File: src/rtl/bypass_sel_stage_pkg.sv
// Shared definitions for the bypass select stage: select-width helper,
// error-counter width and the stage occupancy encoding.
package bypass_sel_stage_pkg;

   localparam int ERRCNT_W = 16;

   typedef enum logic {
      EMPTY = 1'b0,
      FULL  = 1'b1
   } stage_state_e;

   // Select must encode 0 (constant zero) plus 1..n, hence n+1 codes.
   function automatic int sel_w_f(input int n);
      return $clog2(n + 1);
   endfunction

endpackage

File: src/rtl/bypass_sel_stage_sel_mux_n.sv
// Index-based N:1 selector. Code 0 and codes above NUM_IN yield zero;
// codes above NUM_IN also raise oor_o. Each slice is AND-masked by its own
// decode so unselected slices (even X) never reach the output.
module sel_mux_n
   import bypass_sel_stage_pkg::*;
#(
   parameter  int WIDTH  = 32,
   parameter  int NUM_IN = 8,
   localparam int SEL_W  = sel_w_f(NUM_IN)
) (
   input  logic [SEL_W-1:0]        select_i,
   input  logic [NUM_IN*WIDTH-1:0] in_bus_i,
   output logic [WIDTH-1:0]        data_o,
   output logic                    oor_o
);

   // AND-OR selection: no priority chain, one-hot decode per slice.
   always_comb begin
      data_o = '0;
      for (int k = 0; k < NUM_IN; k++) begin
         data_o = data_o |
                  (in_bus_i[k*WIDTH +: WIDTH] & {WIDTH{select_i == SEL_W'(k + 1)}});
      end
   end

   // Out-of-range detection for codes beyond the last input.
   always_comb begin
      oor_o = (select_i > SEL_W'(NUM_IN));
   end

endmodule

File: src/rtl/bypass_sel_stage.sv
// Registered bypass select stage: one-cycle latency, stall/flush control,
// sticky select-error flag. Define BYPASS_SEL_ERRCNT_EN to add a saturating
// 16-bit count of out-of-range accepts on port err_cnt.
module bypass_sel_stage
   import bypass_sel_stage_pkg::*;
#(
   parameter  int WIDTH  = 32,
   parameter  int NUM_IN = 8,
   localparam int SEL_W  = sel_w_f(NUM_IN)
) (
   input  logic                    clk,
   input  logic                    reset,
   input  logic                    stall,
   input  logic                    flush,
   input  logic                    valid_in,
   input  logic [SEL_W-1:0]        select,
   input  logic [NUM_IN*WIDTH-1:0] in_bus,
   output logic [WIDTH-1:0]        out,
   output logic                    valid_out,
   output logic                    sel_err
`ifdef BYPASS_SEL_ERRCNT_EN
   ,
   output logic [ERRCNT_W-1:0]     err_cnt
`endif
);

   stage_state_e     state_q, state_d;
   logic [WIDTH-1:0] out_q, out_d;
   logic             sel_err_q, sel_err_d;
   logic [WIDTH-1:0] mux_data;
   logic             mux_oor;
   logic             accept;

   sel_mux_n #(
      .WIDTH  (WIDTH),
      .NUM_IN (NUM_IN)
   ) u_mux (
      .select_i (select),
      .in_bus_i (in_bus),
      .data_o   (mux_data),
      .oor_o    (mux_oor)
   );

   assign accept = valid_in & ~stall & ~flush;

   // Next state: flush beats stall, stall freezes everything, otherwise
   // valid_in decides whether the stage fills or drains.
   always_comb begin
      state_d   = state_q;
      out_d     = out_q;
      sel_err_d = sel_err_q;
      if (flush) begin
         state_d = EMPTY;
         out_d   = '0;
      end else if (!stall) begin
         if (valid_in) begin
            state_d   = FULL;
            out_d     = mux_data;
            sel_err_d = sel_err_q | mux_oor;
         end else begin
            state_d = EMPTY;
         end
      end
   end

   // Stage registers with asynchronous clear.
   always_ff @(posedge clk or posedge reset) begin
      if (reset) begin
         state_q   <= EMPTY;
         out_q     <= '0;
         sel_err_q <= 1'b0;
      end else begin
         state_q   <= state_d;
         out_q     <= out_d;
         sel_err_q <= sel_err_d;
      end
   end

   assign out       = out_q;
   assign valid_out = (state_q == FULL);
   assign sel_err   = sel_err_q;

`ifdef BYPASS_SEL_ERRCNT_EN
   logic [ERRCNT_W-1:0] err_cnt_q, err_cnt_d;

   // Saturating count of out-of-range accepts; stall/flush block accept.
   always_comb begin
      err_cnt_d = err_cnt_q;
      if (accept && mux_oor && (err_cnt_q != {ERRCNT_W{1'b1}}))
         err_cnt_d = err_cnt_q + ERRCNT_W'(1);
   end

   // Counter register, cleared only by reset.
   always_ff @(posedge clk or posedge reset) begin
      if (reset) err_cnt_q <= '0;
      else       err_cnt_q <= err_cnt_d;
   end

   assign err_cnt = err_cnt_q;
`else
   logic unused_accept;
   assign unused_accept = accept;
`endif

endmodule

File: config.mk
export PLATFORM = sky130hd
export DESIGN_NAME = bypass_sel_stage
export DESIGN_NICKNAME = d
export VERILOG_FILES = /design/src/rtl/bypass_sel_stage_pkg.sv /design/src/rtl/bypass_sel_stage_sel_mux_n.sv /design/src/rtl/bypass_sel_stage.sv
export SDC_FILE = /design/constraint.sdc
export NUM_CORES = 1
export LEC_CHECK = 0
export CORE_AREA = 2 2 115 117
export DETAILED_ROUTE_END_ITERATION = 8
export DIE_AREA = 0 0 117 119
export MAX_ROUTING_LAYER = met4
export PLACE_DENSITY = 0.71
export SLEW_MARGIN = 5
export SYNTH_ARGS = -nofsm -noshare
export SYNTH_HDL_FRONTEND = slang
export SYNTH_SLANG_ARGS = --single-unit
File: constraint.sdc
create_clock -name clk -period 1.1 [get_ports clk]
set_input_delay 0.165 -clock clk [delete_from_list [all_inputs] [get_ports clk]]
set_output_delay 0.165 -clock clk [all_outputs]
set_load 0.01 [all_outputs]
==> impl_metrics.tcl, run 1 <==
set metrics [dict create \
    clkSlewWorstSetupHoldPaths_ps 60 \
    vdd_drop_max_uv 593 \
    r2r_slack_ps 300 \
    synth_mux_area_share_pct 27.9 \
    cts_root_buf "clkbuf_16" \
    grt_start_max_net_pins 37 \
    synth_cells 377 \
    wire_per_inst_um 21.6 \
    crit_chain "buf_6, or3b_4, buf_6, buf_12, o22ai_2, nor2_2, o221ai_2" \
    cpMaxStageDelayCell "or3b_4" \
    internal-power_w 0.00362 \
    post-route-period-util_pct 110 \
    synth.distinct_cells 22 \
    critPathMostFrequentCell "buf_6" \
    ios 299 \
    route.detailed.drc 0 \
    skew_ps 0 \
    cp.depth 7 \
    synth-xor-area-share_pct 0 \
    clk_path_buf_depth 2 \
    die_area_mm2 0.0139 \
    clkPwrFrac_pct 26.5 \
    status "finished, violations left" \
    grt_pass1_vias 4745 \
    core_mm2 0.0129 \
    h-tree-depth 2 \
    grt_util_all_layers_pct 25.2 \
    syn2layout_area_growth_pct 126 \
    grt_pass1_wl_um 26000 \
    die_h_um 119 \
    async_flop_share_pct 100 \
    synth-compound-area-share_pct 27.0 \
    worstReg2RegStart "out[29]" \
    finalWorstSetupSlack_ps -105 \
    cts.sinks 34 \
    dp_hpwl_um 13200 \
    p_per_area_mw_per_mm2 667 \
    switching_share_pct 30.2 \
    hold_buffers 0 \
    synth_nets 642 \
    drive_above_1_share_pct 28.8 \
    switchingPower_w 0.00157 \
    min_path_type "in -> reg" \
    ys_seq_area_share_pct 24.7 \
    combPwrFrac_pct 47.8 \
    slowest_delay_ps 440 \
    placementRows 42 \
    p_seq_share_pct 25.7 \
    maxSlewViolCount 0 \
    r2r_cells 3 \
    clk_latency_ps 270 \
    cp-end-kind "register" \
    place_congestion 0.892 \
    cp-startpoint "select[3]" \
    drt_iter0_markers 164 \
    syn_avg_cell_area_um2 9.12 \
    die_x_um 117 \
    finalHoldViolCount 0 \
    max-cap-violations 0 \
    ys_seq_elements 34 \
    ant_nets 0 \
    path_delay_family "simple AND/OR/NAND/NOR gates" \
    dominantRegCellSynth "dfrtp_1" \
    drt_first_pass_iters 5 \
    grt_setup_unrepaired "true" \
    critPathArrivalTime_ps 1400 \
    critPathCapture "out[10]" \
    synth_top_family_by_area "multiplexers" \
    cp-start-kind "input pin" \
    antenna_cells 0 \
    min_period_ps 1200 \
    setup_viol 24 \
    portBuffers 298 \
    p_leak_nw 3.09 \
    numCtsBuffers 5 \
    grt-ovfl-total 0 \
    ys.warnings.count 0 \
    tns_ps -1230 \
    via_count 4451 \
    max_freq_mhz 830 \
    vias_per_cell 5.17 \
    grt_antenna_before_repair 0 \
    synthAdderAreaFrac_pct 0 \
    synth_area_mm2 0.00344 \
    synthTopCellsByArea "mux2i_1, dfrtp_1, o221ai_2, nor2_1, a22oi_1" \
    wl_um 18600 \
    critPathMaxFanout 5 \
    cp_num_buf_inv 3 \
    start_util_pct 26.7 \
    crit_type "in -> reg" \
    cts_tree "done" \
    synth.largest_area_cell "mux2i_1" \
    violations "negative setup slack" \
    fin_nets 950 \
    worstPathRequired_ps 1290 \
    n_fill_cell 1048 \
    synth-simple-area-share_pct 12.4 \
    post-place-ws_ps -812 \
    worst_pin_slew_ps 468 \
    r2r_end "out[29]" \
    synth_enable_flop_cells 0 \
    slew_headroom_pct 68.8 \
    synth_top_area_share_pct 27.9 \
]
[worst min-delay path by stage]
stage	start	end	slack, ps	depth (start not counted)
after CTS	stall	valid_out	200	3
after detailed placement	out[24]	out[24]	480	2
after global routing	select[0]	sel_err	240	3
after floorplan	flush	valid_out	230	1
final	stall	valid_out	210	3
after global placement	sel_err	sel_err	470	1
[per-layer routing]
metal / routed length (um) / vias up / GRT usage, %
met5: 0 / - / -
met4: 395 / 0 / 6.76
met3: 1290 / 35 / 4.27
met2: 9560 / 209 / 43.1
met1: 7370 / 2159 / 30.5
li1: - / 2048 / -
[worst min-delay path, cell delays in order]
cell and delay (ps):
buf_2 120, a21oi_1 80, nor2_1 80
[synth_stat cells, types with 2 or more instances]
library cell,instances
buf_4,5
a22oi_1,32
o22ai_1,32
buf_2,10
o221ai_1,2
nor2b_1,2
dfrtp_1,34
nor2_1,66
nand2_1,32
clkbuf_1,15
buf_6,11
mux2i_1,96
o221ai_2,30
or3b_1,2
[layout by cell type, fill, tap and decap left out, drive strengths merged, types with 2 or more instances in the layout]
cell           instances
nand2                 32
clkbuf                25
clkdlybuf4s15         15
nor2                  66
a22oi                 32
mux2i                 96
dfrtp                 34
buf                   50
o221ai                32
clkdlybuf4s50        257
nor2b                  3
o22ai                 32
or3b                   2
clkinv                 2
[cell type report]
class	instances	area, um2	area share [%]
Clock buffer	5	125	1.61
Multi-Input combinational cell	301	2930	37.7
Tap cell	176	220	2.83
Timing Repair Buffer	342	3630	46.7
Inverter	1	3.75	0.0483
Clock inverter	2	10.0	0.129
Sequential cell	34	851	11.0
[sequential cells by signal, indices dropped and copies added (netlist names)]
signal,cells
out,32
valid_out,1
sel_err,1
[stage by stage]
stage	total power [W]	std cells	instance area, um2	utilization (%)	hold WS [ps]
floorplan	0.00209	377	3460	-	231
global placement	0.00341	838	6750	52.4	466
detailed placement	0.00343	838	6750	52.4	476
CTS	0.00500	858	7420	57.7	197
global route	0.00539	861	7770	60.3	235
finish	0.00518	861	7770	60.3	210
[power by group through the flow]
stage / registers [W] / logic, W / clock network [W]
floorplan: 0.00137 / 0.000719 / 0
global placement: 0.00135 / 0.00206 / 0
detailed placement: 0.00135 / 0.00208 / 0
CTS: 0.00133 / 0.00227 / 0.00139
global route: 0.00134 / 0.00261 / 0.00144
finish: 0.00133 / 0.00248 / 0.00137
[timing repair]
| action | 4_1_cts | 5_1_grt |
|---|---|---|
| cloned | 6 | 4 |
| buffers inserted | 7 | 1 |
| gates resized for setup | 165 | 96 |
| setup endpoints to repair | 67 | 51 |
| pin swaps | 19 | 30 |
[cells by family after synthesis]
family | count (synthesis)
AOI/OAI and AO/OA | 99
buffers and inverters | 42
DFF | 34
muxes | 96
and+or+nand+nor | 106
Power figures use the tool's default switching activity.
==> inputs of run 2 (changes only) <==
Clock period 1.1 ns to 1.28 ns, I/O delays scaled along.
==> run 2 against run 1 <==
The run now ends clean. Sequential cell count unchanged. Utilization fell by 5.0 points. Global-route usage fell by 3.1 points. Clock-buffer cell count up 3. Wire length fell by 14%. Sequential share of layout area grew 0.99 points. Via count fell by 4.0%. Register-to-register slack improved by 270 ps. Clock skew did not move.
==> impl_metrics.tcl, run 2 (synthesis results as in run 1) <==
set metrics [dict create \
    cts_root_buf "clkbuf_16" \
    worstPathRequired_ps 1470 \
    clk_path_buf_depth 2 \
    drt_iter0_markers 123 \
    grt_pass1_vias 4480 \
    via_count 4274 \
    ant_nets 0 \
    start_util_pct 26.7 \
    holdWs_ps 252 \
    cp-end-kind "register" \
    critPathCapture "out[16]" \
    syn2layout_area_growth_pct 107 \
    core_mm2 0.0129 \
    ios 299 \
    h-tree-depth 2 \
    critPathMaxFanout 8 \
    min_period_ps 1230 \
    placementRows 42 \
    critPathArrivalTime_ps 1420 \
    r2r_end "out[14]" \
    numCtsBuffers 5 \
    grt_util_all_layers_pct 22.1 \
    wl_um 16000 \
    maxSlewViolCount 0 \
    dp_hpwl_um 12300 \
    clkSlewWorstSetupHoldPaths_ps 60 \
    place_congestion 0.788 \
    p_per_area_mw_per_mm2 599 \
    die_h_um 119 \
    vias_per_cell 4.99 \
    drive_above_1_share_pct 14.9 \
    power_w 0.00427 \
    setup_viol 0 \
    skew_ps 0 \
    finalHoldViolCount 0 \
    grt_pass1_wl_um 23000 \
    internal-power_w 0.00312 \
    worst_pin_slew_ps 448 \
    vdd_drop_max_uv 484 \
    p_seq_share_pct 26.7 \
    p_leak_nw 3.08 \
    cts_tree "done" \
    largest_reg_flops 32 \
    worstReg2RegStart "out[14]" \
    grt_start_max_net_pins 35 \
    die_x_um 117 \
    r2r_cells 2 \
    min_path_type "in -> async" \
    max_freq_mhz 812 \
    clkPwrFrac_pct 31.4 \
    crit_type "in -> reg" \
    switching_share_pct 26.7 \
    post-place-ws_ps -608 \
    switchingPower_w 0.00114 \
    antenna_cells 0 \
    combPwrFrac_pct 41.9 \
    wire_per_inst_um 18.7 \
    die_area_mm2 0.0139 \
    fin_nets 944 \
    drt_first_pass_iters 4 \
    final_area_mm2 0.00713 \
    status "finished, final reports clean" \
    final_cell_mix "clkdlybuf4s50_1, mux2i_1, nor2_1" \
    grt_antenna_before_repair 0 \
    route.detailed.drc 0 \
    cp-start-kind "input pin" \
    slew_headroom_pct 70.2 \
    mostFrequentLayoutCell "clkdlybuf4s50_1" \
    grt-ovfl-total 0 \
    finalWorstSetupSlack_ps 47.8 \
    portBuffers 298 \
    clk_latency_ps 270 \
    cp-startpoint "select[2]" \
    r2r_slack_ps 570 \
    post-route-period-util_pct 96.3 \
    cts.sinks 34 \
    post-route-util_pct 55.3 \
    postPlaceCellArea_mm2 0.00670 \
    max-cap-violations 0 \
]
-- run 2: cell count changes in the layout (fill, tap and decap cells not counted), moves of 9 or more --
cell	delta
dlygate4sd2_1	+36
nor2_1	+25
o22ai_4	-23
mux2i_1	+14
clkbuf_2	-15
clkdlybuf4s15_1	-13
buf_4	+9
o22ai_1	+22
nor2_2	-23
mux2i_2	-12
-- run 2: how the worst min path moves through the flow --
| stage | end | slack [ps] |
|---|---|---|
| 2_1_floorplan | valid_out | 260 |
| 3_3_place_gp | sel_err | 460 |
| 3_5_place_dp | sel_err | 460 |
| 4_1_cts | out[20] | 250 |
| 5_1_grt | out[16] | 280 |
| 6_report | out[20] | 250 |
-- run 2: cell type report --
type | count | area (um2)
clock buffer | 8 | 166
fill | 1136 | 5750
inverter | 1 | 3.75
multi-input combinational | 301 | 2430
sequential | 34 | 851
tap | 176 | 220
timing repair buffer | 336 | 3460
-- run 2: worst max-delay path: stages --
cell and delay, ps:
buf_4 140, or3b_4 480, clkbuf_16 210, o22ai_1 170, nor2_1 70, o221ai_2 160
-- run 2: metal layers --
layer	vias to the layer above	global-route usage, %	wire length [um]
met5	-	-	0
met4	0	7.43	395
met3	28	4.38	1320
met2	213	40.0	8240
met1	1999	23.7	6070
li1	2034	-	-
-- run 2: per-stage QoR --
stage / cells / TNS [ps]
3_5_place_dp: 839 / -18580
5_1_grt: 856 / -5.75
6_report: 856 / 0
4_1_cts: 854 / -25.2
3_3_place_gp: 839 / -17620
2_1_floorplan: 377 / -496
-- run 2: power groups by stage --
stage / logic, W / clock network [W] / registers, W
5_1_grt: 0.00190 / 0.00143 / 0.00114
3_5_place_dp: 0.00175 / 0 / 0.00116
4_1_cts: 0.00176 / 0.00137 / 0.00114
6_report: 0.00179 / 0.00134 / 0.00114
2_1_floorplan: 0.000615 / 0 / 0.00118
3_3_place_gp: 0.00172 / 0 / 0.00116
-- run 2: repair_timing --
| action | CTS | global route |
|---|---|---|
| hold buffers | 0 | 0 |
| gates cloned | 3 | 2 |
| gates resized for setup | 60 | 14 |
| pin swaps | 2 | 2 |
| endpoints found under the hold margin | 0 | 0 |
| buffers inserted | 4 | 0 |
| endpoints found under the setup margin | 67 | 32 |
